**config.mk**
```make
export PLATFORM = sky130hd
export DESIGN_NAME = jt900h_fetch
export DESIGN_NICKNAME = d
export VERILOG_FILES = /design/src/rtl/jt900h_fetch.sv
export SDC_FILE = /design/constraint.sdc
export NUM_CORES = 1
export LEC_CHECK = 0
export CAP_MARGIN = 5
export CORE_UTILIZATION = 40
export CTS_CLUSTER_SIZE = 40
export DETAILED_ROUTE_END_ITERATION = 8
export PLACE_DENSITY_LB_ADDON = 0.25
export SLEW_MARGIN = 0
export SYNTH_ARGS = -nofsm -noshare
export SYNTH_HDL_FRONTEND = slang
export SYNTH_SLANG_ARGS = --single-unit
```
**constraint.sdc**
```tcl
create_clock -name clk -period 4.6 [get_ports clk]
set_clock_uncertainty 0.1 [all_clocks]
set_input_delay 0.69 -clock clk [delete_from_list [all_inputs] [get_ports clk]]
set_output_delay 0.69 -clock clk [all_outputs]
set_load 0.005 [all_outputs]
```
**src/rtl/jt900h_fetch.sv**
```systemverilog
// JT900H instruction prefetch queue: fills an 8-byte circular buffer from
// aligned 16-bit bus reads and presents the head byte plus four lookahead bytes.
module jt900h_fetch #(
  parameter int unsigned QW = 8
) (
  input  logic        rst,
  input  logic        clk,
  input  logic        cen,
  input  logic        ld_pc,
  input  logic [23:0] pc_nx,
  input  logic        inc_pc,
  input  logic [1:0]  fetch_sel,
  output logic [7:0]  md,
  output logic [31:0] op,
  output logic [23:0] pc,
  output logic        mem_busy,
  output logic        bus_rd,
  output logic [23:0] bus_addr,
  input  logic [15:0] bus_din,
  input  logic        bus_ok
);

  localparam int unsigned AW = $clog2(QW);
  localparam int unsigned CW = AW + 1;

  // OFF: no PC loaded yet; BUSY: read outstanding; DROP: outstanding read to discard
  typedef enum logic [1:0] {OFF, IDLE, BUSY, DROP} state_t;

  state_t          state;
  logic [7:0]      q [QW];
  logic [AW-1:0]   rp, wp;
  logic [CW-1:0]   cnt, need, put, eat;
  logic [23:0]     fa;
  logic            wr, take;

  always_comb begin
    case (fetch_sel)
      2'd1:    need = CW'(1);
      2'd2:    need = CW'(2);
      2'd3:    need = CW'(4);
      default: need = '0;
    endcase
    mem_busy = inc_pc && (fetch_sel != 2'd0) && (cnt < need);
    take     = inc_pc && (fetch_sel != 2'd0) && !ld_pc && (cnt >= need);
    eat      = take ? need : '0;
    wr       = bus_ok && (state == BUSY) && !ld_pc;
    if (!wr)
      put = '0;
    else if (fa[0])
      put = CW'(1);
    else
      put = CW'(2);
    md = q[rp];
    op = {q[rp + AW'(4)], q[rp + AW'(3)], q[rp + AW'(2)], q[rp + AW'(1)]};
  end

  always_ff @(posedge clk or posedge rst) begin
    if (rst) begin
      state    <= OFF;
      bus_rd   <= 1'b0;
      bus_addr <= '0;
      pc       <= '0;
      fa       <= '0;
      rp       <= '0;
      wp       <= '0;
      cnt      <= '0;
      for (int unsigned i = 0; i < QW; i++) q[i] <= '0;
    end else if (cen) begin
      if (ld_pc) begin
        rp  <= '0;
        wp  <= '0;
        cnt <= '0;
        pc  <= pc_nx;
        fa  <= pc_nx;
        case (state)
          BUSY, DROP: begin
            // an in-flight read must still complete on the bus, so keep
            // bus_rd up and discard its data when it arrives
            if (bus_ok) begin
              state  <= IDLE;
              bus_rd <= 1'b0;
            end else begin
              state  <= DROP;
            end
          end
          default: begin
            state    <= BUSY;
            bus_rd   <= 1'b1;
            bus_addr <= {pc_nx[23:1], 1'b0};
          end
        endcase
      end else begin
        if (wr) begin
          if (fa[0]) begin
            q[wp] <= bus_din[15:8];
            wp    <= wp + AW'(1);
            fa    <= fa + 24'd1;
          end else begin
            q[wp]          <= bus_din[7:0];
            q[wp + AW'(1)] <= bus_din[15:8];
            wp             <= wp + AW'(2);
            fa             <= fa + 24'd2;
          end
        end
        if (take) begin
          rp <= rp + need[AW-1:0];
          pc <= pc + 24'(need);
        end
        cnt <= cnt + put - eat;
        case (state)
          IDLE: begin
            if (cnt <= CW'(QW - 2)) begin
              state    <= BUSY;
              bus_rd   <= 1'b1;
              bus_addr <= {fa[23:1], 1'b0};
            end
          end
          BUSY, DROP: begin
            if (bus_ok) begin
              state  <= IDLE;
              bus_rd <= 1'b0;
            end
          end
          default: ;
        endcase
      end
    end
  end

endmodule
```
=== After elaboration in Yosys (flattened, before gate mapping) ===
Cells that the tools add are included.

* Bits in registers: 149
* Input bits: 48
* Output and inout bits: 90
* Word-level logic and storage cells: 132

* Add/subtract/negate cells: 12
* Magnitude comparators: 12
* Eq/ne operators: 9
* Mux-type cells: 53
* Bitwise gates (word level): 8
* Reduce and logical (&&, ||, !) cells: 22

{| class="wikitable"
|+ Operators with widths
! kind !! number
|-
| $mux W24 || 9
|-
| $bwmux W64 || 3
|-
| $bmux W8 S3 || 5
|-
| $mux W8 || 12
|-
| $mux W64 || 1
|-
| $demux W8 S3 || 2
|-
| $ge A4 B4 Y1 const B || 7
|-
| $not A3 Y4 || 7
|-
| $add A24 B1 Y24 const B || 1
|-
| $add A24 B2 Y24 const B || 1
|-
| $add A24 B4 Y24 || 1
|-
| $mux W3 || 5
|-
| $mux W2 || 7
|-
| $reduce_bool A2 Y1 || 5
|-
| $add A3 B2 Y3 const B || 3
|-
| $pmux W3 S3 || 1
|-
| $eq A2 B2 Y1 const B || 4
|-
| $logic_and A1 B1 Y1 || 8
|-
| $lt A4 B1 Y1 const B || 2
|-
| $mux W4 || 2
|-
| $reduce_and A4 Y1 || 2
|-
| $add A3 B1 Y3 const B || 2
|-
| $ne A3 B3 Y1 const B || 2
|-
| $reduce_and A3 Y1 || 2
|-
| other kinds (17) || 22
|}

=== Logic depth before layout (Yosys ltp) ===
* Depth in word-level cells: 8
* Depth in mapped cells: 14
* Gate-level depth less buffers: 14

=== Worst setup path after synthesis ===
OpenSTA, ideal clock, no wires.

* Kind: input to register
* Start point: input fetch_sel[0]
* End point: register cnt[3]
* Library setup time: 0.129 ns
* Arrival time: 3.444 ns
* Data required time: 4.371 ns
* Path slack: 0.926 ns
* Cell stages on the path: 14
* Buffers on the path: 0
* Path through: nand2b_1 ha_1 nand3b_1 a31oi_2 nand2_1 nor2_1 fa_1 inv_1 ha_1 a21o_1 a21oi_1 xor2_1 mux2i_1 o2bb2ai_1

* Longest elaborated chain between the ends: 7
* Elaborated cells on any way between the ends: 12
* Those cells by class: add/sub: 1; order compare: 1; eq/ne: 3; mux: 3; reduce/logical: 4

{| class="wikitable"
|+ RTL lines
! what !! RTL line !! source
|-
| start, declared || 12 || <nowiki>input logic [1:0] fetch_sel,</nowiki>
|-
| $eq A2 B2 Y1, or another cell as far along || 37 || <nowiki>case (fetch_sel)</nowiki>
|-
| $pmux W3 S3 / $logic_and A1 B1 Y1 (equally long branches) || 37, 44 ||
|-
| $ge A4 B4 Y1 / $logic_and A1 B1 Y1 (equally long branches) || 44 || <nowiki>take = inc_pc && (fetch_sel != 2'd0) && !ld_pc && (cnt >= need);</nowiki>
|-
| $logic_and A1 B1 Y1 || 44 ||
|-
| $mux W4 * || 45 || <nowiki>eat = take ? need : '0;</nowiki>
|-
| $sub A4 B4 Y4 * || 109 || <nowiki>cnt <= cnt + put - eat;</nowiki>
|-
| $mux W4 * || 69 || <nowiki>if (ld_pc) begin</nowiki>
|-
| end signal, assigned || 109 ||
|-
| end, declared || 32 || <nowiki>logic [CW-1:0] cnt, need, put, eat;</nowiki>
|}

Mark *: on every way between the ends. The rest lies on a longest branch, timed or not.
A chain may end at the register's enable or synchronous reset.

=== Worst setup path after layout ===
* Start point: register rp[1]
* End point: output op[20]

* Longest elaborated chain between the ends: 5

{| class="wikitable"
|+ RTL lines
! what !! RTL line !! source
|-
| start, declared || 31 || <nowiki>logic [AW-1:0] rp, wp;</nowiki>
|-
| start signal, assigned || 106 || <nowiki>rp <= rp + need[AW-1:0];</nowiki>
|-
| $add A3 B2 Y3 || 54 || <nowiki>op = {q[rp + AW'(4)], q[rp + AW'(3)], q[rp + AW'(2)], q[rp + AW'(1)]};</nowiki>
|-
| $not A3 Y4 (not written as such) || 54 ||
|-
| $bmux W8 S3 || 54 ||
|-
| $mux W8 (not written as such) (2 in a row) || 54 ||
|-
| end, declared || 14 || <nowiki>output logic [31:0] op,</nowiki>
|}

No other way between the ends. The select of a mux whose other input is x is not followed.

==> summary.md <==
| Metric | Value |
|---|---|
| Post-CTS Resized | 0 |
| Routed Antenna Nets | 0 |
| Layout cells sized above 1 | ~14% |
| Largest net degree at the start of global routing | 100 |
| Row cnt | 58 |
| Register area share after synthesis | between 30% and 40% |
| Final hold violation count | 0 |
| Max-slew headroom | 22.0% |
| Placeable Area | 25,100 µm² |
| Pre-CTS setup slack | roughly 0.31 ns |
| Final setup viols | 0 |
| CTS tree | yes |
| Port buffer count | 136 |
| Bufs on Longest Clock Path | 2 |
| CTS root buf | clkbuf_16 |
| Post-synth EDFFs | 0 |
| Worst hold margin | approximately 0.38 ns |
| Final Cycle Share | about nine tenths |
| Post-synth ARST share | 100% |
| DR iter-0 viols | 759 |
| Nets | 1,281 |
| Hold Buf Count CTS | 0 |
| Combinational Power Share | between 40 and 50% |
| Cts bufs inserted | 17 |
| Final count of pins violating max slew | 0 |
| CP startpoint kind | flip-flop |
| GRT Total Usage | 25.9% |
| Yosys cell types | 73 |
| Global-route wire length before repair | 51,600 µm |
| Seq cells post-synth | 148 |
| Final setup margin | 0.521 ns |
| Sum Neg Setup Slack | 0 ns |
| Top cells by count, synth | nand2_1, dfrtp_1, o21ai_0, mux2_2, mux2i_1 |
| Measured slew at the worst slew-check pin | 1.16 ns |
| Die width | 162 µm |
| Via count | 9,332 |
| Post-Route WL | 33,000 µm |
| Pwr dens | ~470 nW/µm² |
| Num ports | 138 |
| CP arrival | 3.29 ns |
| Sw frac | 37.0% |
| Clock Latency Late Sink | 0.43 ns |
| H-tree Lvls | 4 |
| CP Max Fanout | 16 |
| Flop pwr share | 34.0% |
| DP HPWL | roughly 23,000 µm |
| # diodes | 0 |
| 1st-pass router iterations | 5 |
| Min cycle time layout | 4.08 ns |
| Syn Inst Count | ~1,100 |
| Mean post-synth cell area | 9.37 µm² |
| DIE AREA | 26,200 µm² |
| Via count of the first global-routing pass | 8,978 |
| Critical path class | reg2out |
| P_sw | 2.20 mW |
| Synth warn | 0 |
| Syn_nets | 1,165 |
| CP endpoint kind | primary output |
| DRC | 0 |
| Clk pwr share | around a quarter |
| Leak Pwr | 4.94 nW |
| Post-synth top area cell | dfrtp_1 |
| Initial antenna violation count | 1 |
| Int Power | between 3 and 4 mW |
| RSZ-0062 raised after global routing | false |
| WL/cell | 21.3 µm |
| Synth area leaders | dfrtp_1, mux4_2, o21ai_0 |
| Sinks on Clock Net | roughly 150 |
| Post-synth top area share | 36.2% |
| Most numerous cell in the Yosys netlist | nand2_1 |
| Fin util | 50.0% |
| Ys flop type | dfrtp_1 |
| Max Cap Viol | 0 |
| Die Ht | between 150 and 200 µm |
| # Post-CTS Setup Buffers | 0 |
| Synth Cell Area | 10,200 µm² |
| Vias per cell | 6.01 |
| Hold Crit Class | reg2reg |
| Req. time, crit path | 3.81 ns |
| Placer Congestion | 0.904 |
| Status | finished, final reports clean |
| Layout area overhead | 22.6% |
| Fmax achieved | 0.245 GHz |
| Initial Utilization | 40.8% |
| Worst-path clk slew | 0.06 ns |
| Total gr overflow | 0 |
| Maximum VDD drop | 0.303 mV |
[power by group through the flow]
stage	clock network [mW]	registers (mW)	logic [mW]
3_5_place_dp	0	2.04	2.54
3_3_place_gp	0	2.03	2.50
6_report	1.39	2.02	2.55
2_1_floorplan	0	1.90	1.50
4_1_cts	1.41	2.02	2.55
5_1_grt	1.46	2.07	2.78
[layout make-up]
class	instances	area, µm²
clock buffers	18	429
clock inverters	14	144
fillers	2378	12600
inverters	30	116
multi-input cells	845	6130
flip-flops and latches	148	3710
well taps	330	413
repair buffers	167	1620
[final timing paths]
check,slack [ns],endpoint,from,cells past startpoint
worst min register to register,0.38,bus_addr[18],bus_addr[18],2
worst min-delay path,0.38,bus_addr[18],bus_addr[18],2
worst max register to register,1.16,cnt[3],cnt[2],13
min in group asynchronous,0.70,q[30],rst,2
worst max-delay path,0.52,op[20],rp[1],4
max in group asynchronous,2.83,pc[12],rst,3
[sequential cells by signal, indices dropped and copies added, names as in the netlist]
| register | count |
|---|---|
| wp | 3 |
| state | 2 |
| fa | 24 |
| pc | 24 |
| q | 64 |
| cnt | 4 |
| bus_rd | 1 |
| rp | 3 |
| bus_addr | 23 |
[per-layer routing]
| layer | GRT usage (%) | wire [µm] |
|---|---|---|
| met1 | 33.6 | 13700 |
| met2 | 42.2 | 15900 |
| met3 | 3.83 | 2040 |
| met4 | 12.7 | 1330 |
| met5 | 0 | 0 |
[cells by family (layout without fill, tap and decap cells)]
kind of cell    Yosys count  in the layout  synth area share, %
compound gates          351            351                 21.8
buf+inv                 100            229                 3.96
flops                   148            148                 36.2
mux                     144            144                 19.4
xor+xnor                  7              7                0.599
fa+ha+maj                24             24                 3.23
other cells               1              1               0.0366
simple gates            318            318                 14.7
[worst max-delay path, cell delays in order (launching register included)]
cell	delay [ns]
dfrtp_1	0.69
inv_1	0.29
ha_1	0.95
mux4_2	0.45
clkdlybuf4s50_1	0.47
[cells in the final DEF (no fill, tap or decap), drive strengths merged, types with 6 or more instances in the layout]
master,instances
buf,32
ha,20
mux2,56
mux2i,50
a22oi,43
nand2b,17
mux4,38
a31oi,16
nor2,40
nand2,162
nor2b,14
nand4,9
a21oi,44
o22a,35
nor3,14
nor4,7
a22o,6
dfrtp,148
clkbuf,18
clkdlybuf4s50,135
nand3,24
o21ai,146
inv,37
a211oi,6
o22ai,8
[stage by stage]
step | power, mW | instances | instance area, µm²
detailed placement | 4.57 | 1520 | 12000
CTS | 5.98 | 1552 | 12600
finish | 5.96 | 1552 | 12600
global placement | 4.54 | 1520 | 12000
floorplan | 3.40 | 1093 | 10200
global route | 6.32 | 1552 | 12600
Note: power is estimated with default switching activity, not from simulation.
